## src/rtl/mux_rr_arbiter.sv

```systemverilog
// Round-robin arbiter in front of a shared 4:1 mux. It drives the mux select,
// waits SETTLE_CYC cycles for the mux path to settle, and then grants the
// selected requester. Each ownership lasts at most MAX_HOLD cycles.
module mux_rr_arbiter #(
  parameter int SETTLE_CYC = 1,
  parameter int MAX_HOLD   = 8,
  parameter int CNT_W      = 8
) (
  input  logic       clk,
  input  logic       rst,
  input  logic [3:0] req,
  output logic [1:0] sel,
  output logic [3:0] gnt,
  output logic       busy,
  output logic       expired
);

  localparam logic [1:0] ST_IDLE   = 2'd0;
  localparam logic [1:0] ST_SETTLE = 2'd1;
  localparam logic [1:0] ST_GRANT  = 2'd2;

  logic [1:0]       state;
  logic [1:0]       ptr;
  logic [1:0]       win;
  logic [1:0]       idx;
  logic             found;
  logic [2:0]       settle_cnt;
  logic [CNT_W-1:0] hold;

  // Pick the first requester at or after ptr, wrapping modulo 4.
  always_comb begin
    win   = ptr;
    found = 1'b0;
    idx   = '0;
    for (int unsigned k = 0; k < 4; k++) begin
      idx = ptr + 2'(k);
      if (!found && req[idx]) begin
        win   = idx;
        found = 1'b1;
      end
    end
  end

  // Arbitration state machine. All outputs are registered here.
  always_ff @(posedge clk) begin
    if (rst) begin
      state      <= ST_IDLE;
      sel        <= '0;
      gnt        <= '0;
      busy       <= 1'b0;
      expired    <= 1'b0;
      ptr        <= '0;
      settle_cnt <= '0;
      hold       <= '0;
    end else begin
      expired <= 1'b0;
      case (state)
        ST_IDLE: begin
          if (|req) begin
            sel        <= win;
            busy       <= 1'b1;
            settle_cnt <= '0;
            if (SETTLE_CYC == 0) begin
              state <= ST_GRANT;
              gnt   <= 4'b0001 << win;
              hold  <= CNT_W'(1);
            end else begin
              state <= ST_SETTLE;
              hold  <= '0;
            end
          end
        end
        ST_SETTLE: begin
          // The owner's request is not checked here; it is checked in GRANT.
          if (settle_cnt == 3'(SETTLE_CYC - 1)) begin
            state <= ST_GRANT;
            gnt   <= 4'b0001 << sel;
            hold  <= CNT_W'(1);
          end else begin
            settle_cnt <= settle_cnt + 3'd1;
          end
        end
        ST_GRANT: begin
          // hold counts the grant cycles so far, including the current one.
          if (!req[sel] || hold == CNT_W'(MAX_HOLD)) begin
            state   <= ST_IDLE;
            gnt     <= '0;
            busy    <= 1'b0;
            ptr     <= sel + 2'd1;
            expired <= req[sel];
            hold    <= '0;
          end else if (hold != '1) begin
            hold <= hold + CNT_W'(1);
          end
        end
        default: begin
          state <= ST_IDLE;
          gnt   <= '0;
          busy  <= 1'b0;
        end
      endcase
    end
  end

endmodule

```

## config.mk

```make
export PLATFORM = sky130hd
export DESIGN_NAME = mux_rr_arbiter
export DESIGN_NICKNAME = d
export VERILOG_FILES = /design/src/rtl/mux_rr_arbiter.sv
export SDC_FILE = /design/constraint.sdc
export NUM_CORES = 1
export LEC_CHECK = 0
export ABC_CLOCK_PERIOD_IN_PS = 2950
export CORE_ASPECT_RATIO = 0.7
export CORE_UTILIZATION = 50
export DETAILED_ROUTE_END_ITERATION = 10
export PLACE_DENSITY = 0.68
export SLEW_MARGIN = 5
export SYNTH_ARGS = -nofsm -noshare
export SYNTH_HDL_FRONTEND = slang
export SYNTH_SLANG_ARGS = --single-unit
export TNS_END_PERCENT = 10
```

## constraint.sdc

```tcl
create_clock -name clk -period 2.95 [get_ports clk]
set_input_delay 0.7375 -clock clk [delete_from_list [all_inputs] [get_ports clk]]
set_output_delay 0.7375 -clock clk [all_outputs]
set_load 0.05 [all_outputs]
```

======== Word level (Yosys, flattened, before mapping) ========
Index checks and enable logic that the tools add are counted.
word-level totals
  logic and storage cells ................. 88
  register bits after elaboration ......... 23
  bits of input ports ..................... 6
cells by class
  shift-type cells ........................ 1
  bitwise gates (word level) .............. 4
  add/sub/neg operators ................... 6
  mux-type cells .......................... 34
  equality and inequality tests ........... 9
  magnitude comparators ................... 5
  reduce and logical (&&, ||, !) cells .... 21
operators by type and width
  operator               count
  $mux W8                4
  $pmux W8 S3            1
  $lt A2 B3 Y1 const B   5
  $mux W2                6
  $pmux W4 S3            1
  $reduce_and A3 Y1      4
  $bmux W1 S2            5
  $mux W1                10
  $add A8 B1 Y8 const B  1
  $eq A8 B4 Y1 const B   1
  $mux W4                2
  $ne A2 B2 Y1 const B   4
  $ne A8 B8 Y1 const B   1
  $mux W3                2
  $pmux W2 S3            1
  $pmux W3 S2            1
  $add A2 B1 Y2 const B  2
  $add A2 B2 Y2 const B  2
  $logic_not A1 Y1       4
  $not A1 Y1             4
  $reduce_and A2 Y1      2
  $reduce_and A4 Y1      1
  $reduce_or A4 Y1       1
  $shl A1 B2 Y4 const A  1
  other kinds (12)       14

======== Longest topological paths before layout ========
  depth after elaboration ................. 12
  mapped depth ............................ 8

======== Worst setup path before layout ========
OpenSTA, ideal clock, no wires.
  path type ............................... reg2reg
  start point ............................. register sel[0]
  end point ............................... register hold[2]
  arrival ................................. 2039 ps
  library setup time ...................... 132 ps
  slack ................................... 779 ps
  buffers on the path ..................... 0
  stages on the path, launching flop included .. 5
  cells stage by stage .................... dfxtp_1 mux4_2 a2111o_1 o21ai_0 a21oi_1
on the way
  cells in the longest elaborated chain, start to end .. 6
ends and longest elaborated chain
  element                                                            line  source
  start, declared                                                    12    output logic [1:0] sel,
  start signal, assigned                                             60    sel <= win;
  $bmux W1 S2 *                                                      85    if (!req[sel] || hold == CNT_W'(MAX_HOLD)) begin
  $mux W1 (not written as such) *                                    85
  $logic_not A1 Y1 *                                                 85
  $logic_or A1 B1 Y1 *                                               85
  $ne A3 B3 Y1 (no line) / $mux W8 (equally long branches)           --
  $reduce_and A4 Y1 (no line) / $pmux W8 S3 (equally long branches)  --
  end signal, assigned                                               93    hold <= hold + CNT_W'(1);
  end, declared                                                      28    logic [CNT_W-1:0] hold;
Mark *: on every way between the ends. The rest lies on a longest branch, timed or not. The select of a mux whose other input is x is not followed.
A chain may end at the register's enable or synchronous reset.

======== Final worst setup path ========
  start point ............................. input req[1]
  end point ............................... register hold[6]
on the way
  cells in the longest elaborated chain, start to end .. 6
ends and longest elaborated chain
  element                                                            line  source
  start, declared                                                    11    input logic [3:0] req,
  $bmux W1 S2                                                        85
  $mux W1 (not written as such)                                      85
  $logic_not A1 Y1                                                   85
  $logic_or A1 B1 Y1                                                 85
  $ne A3 B3 Y1 (no line) / $mux W8 (equally long branches)           --
  $reduce_and A4 Y1 (no line) / $pmux W8 S3 (equally long branches)  --
Parallel ways exist; a longest one is shown, timed or not. The select of a mux whose other input is x is not followed.

==> qor.csv <==
metric,value,unit
status,completed,
stdcell_area,1580,um^2
pin_count,14,
cts_buffers,3,
htreeDepth,1,
slew_viol_final,0,
drive_above_1_share,0.0739,
via_per_inst,5.68,
reg2reg_slack,0.81,ns
gp_congestion,0.842,
drt-wirelength-per-cell,14.1,um
route.detailed.drc,0,
grt_pass1_vias,1086,
worst-r2r-cell-count,7,
finalClockSkew,0.00384,ns
synth_top_area_share,0.336,
synth_top_cell_by_area,dfxtp_1,
start_util,0.541,
hold_viol,0,
grt_usage,0.222,
r2r-end,hold[3]$_SDFFE_PP0P_,
ir_drop,0.279,mV
cts_tree,done,
yosys.cell_types.count,43,
syn_to_final_growth,15.4,%
die_y,45.8,um
yosys_warnings,0,
grt_max_degree,15,
p_leak,0.575,nW
start_kind,input port,
detail-route-antenna-nets,0,
clkTransAtPathRegs,0.08,ns
tns,0,ns
p_sw,0.258,mW
cts_sinks,23,
worst_slew_pin_slew,0.632,ns
ys_seq_area_frac,0.336,
die_x,64.6,um
syn_inst,162,
firstDrtPassIters,4,
max_freq,395,MHz
critPathArrivalTime,2.70,ns
relSlewSlack,0.575,
grt_overflow,0,
netlist_area,1370,um^2
synth.net_count,180,
clockPowerShare,0.250,
combPwrFrac,0.301,
routed_wl,2950,um
antenna_found_initial,0,
cp-endpoint,hold[6]$_SDFFE_PP0P_,
fp-row-count,15,
p_int,0.511,mW
path_max_fanout,7,
drv_cap,0,
dp.final_hpwl,2230,um
netlist_top_cells_area,"dfxtp_1, ha_1, a21oi_1",
clockBufferDepth,2,
grt_pass1_wl,4920,um
path_class,in -> reg,
io_buffers,13,
switching_share,0.335,
final_cell_mix,"dfxtp_1, a21oi_1, inv_1",
crit_path_end_kind,register,
seqPwrFrac,0.449,
syn_area_per_cell,8.46,um^2
vias,1192,
antenna_cells,0,
drt_iter0_drc,74,
clk_latency,0.26,ns
cts_resized,0,
grt_setup_unrepaired,no,
ys_ff_latch,23,
setup_violations,0,
hold_buffers,0,
cts-root-buf,clkbuf_8,
finalNetCount,195,
powerDensity,486,nW/um^2
post-route-min-period,2.53,ns
cp-startpoint,req[1],
worstPathRequired,3.12,ns
die_area,2960,um^2
cts_setup_buffers,0,
placeableCoreArea,2530,um^2
place_area,1540,um^2
final_common_cell,dfxtp_1,
hold_class,reg -> reg,
regToRegStartpoint,state[1]$_SDFFE_PP0P_,
min_period_over_period,0.859,
## worst max-delay path: stages
cell and delay (ns):
clkdlybuf4s50_1 0.51, mux4_2 0.59, a2111oi_4 0.54, nand2_1 0.17, o32ai_1 0.15
## sequential cells by signal, indices dropped and copies added, names as in the netlist
name        cells
sel             2
gnt             4
expired         1
ptr             2
state           2
settle_cnt      3
hold            8
busy            1
## synthesized netlist by cell type, drive strengths merged
cell and count:
xnor2 2, nor3 6, or2 2, mux2i 3
o32ai 2, o211a 1, nand3 11, a221oi 2
nor2 12, a21oi 15, o2bb2ai 2, or3 5
dfxtp 23, nand4 2, inv 14, or4b 1
and3 1, clkbuf 2, nor3b 1, and2 2
a211oi 2, nand2 13, o21ai 6, a2bb2oi 1
mux4 1, a22oi 1, nor2b 3, nand2b 1
o2111a 1, a2111o 1, o22ai 1, buf 3
a2111oi 1, ha 12, nand4b 1, or3b 1
nor4 1, o221ai 1, o211ai 1, a21o 1
## routing by layer
metal | up-vias | GRT usage | wire length (um) | part of all wire
met1 | 552 | 0.318 | 1590 | 0.54
met4 | 0 | 0.0400 | 13 | 0.0044
met3 | 2 | 0.0525 | 118 | 0.040
met5 | - | 0 | 0 | 0
li1 | 614 | - | - | -
met2 | 24 | 0.343 | 1230 | 0.42
## through the flow
stage	hold WS, ns	instances	utilization	worst slack, ns	power, mW
final	0.455	210	0.624	0.416	0.769
after global routing	0.483	210	0.624	0.350	0.813
after CTS	0.457	210	0.624	0.474	0.775
after detailed placement	0.446	206	0.606	0.177	0.582
after global placement	0.443	206	0.606	0.226	0.577
after floorplan	0.460	162	-	0.779	0.516
## power groups by stage
stage / combinational, mW / sequential (mW) / clock, mW
floorplan: 0.136 / 0.380 / 0
global placement: 0.226 / 0.351 / 0
detailed placement: 0.229 / 0.353 / 0
CTS: 0.229 / 0.345 / 0.201
global route: 0.251 / 0.348 / 0.213
finish: 0.231 / 0.346 / 0.192
## worst min-delay path by stage
stage / from / to / depth (start not counted)
floorplan: hold[7]$_SDFFE_PP0P_ / hold[7]$_SDFFE_PP0P_ / 1
finish: gnt[2]$_SDFFE_PP0P_ / gnt[2]$_SDFFE_PP0P_ / 2
global route: gnt[2]$_SDFFE_PP0P_ / gnt[2]$_SDFFE_PP0P_ / 2
global placement: gnt[2]$_SDFFE_PP0P_ / gnt[2]$_SDFFE_PP0P_ / 2
detailed placement: gnt[2]$_SDFFE_PP0P_ / gnt[2]$_SDFFE_PP0P_ / 2
CTS: gnt[2]$_SDFFE_PP0P_ / gnt[2]$_SDFFE_PP0P_ / 2
## area by class of cell
| class | instances | area [um^2] |
|---|---|---|
| clock buffer | 4 | 45.0 |
| multi-input combinational | 120 | 836 |
| timing repair buffer | 15 | 145 |
| inverter | 14 | 52.6 |
| fill | 215 | 952 |
| sequential | 23 | 460 |
| tap | 34 | 42.5 |
## kinds of logic (layout without fill, tap and decap cells)
group,count (synthesis),after routing,synth area share
adders and majority gates,12,12,0.110
DFF,23,23,0.336
and+or+nand+nor,63,63,0.240
muxes,4,4,0.0384
buffers and inverters,19,33,0.0539
AOI/OAI and AO/OA,39,39,0.209
xor gates and xnor gates,2,2,0.0128
(Power assumes the default switching activity.)
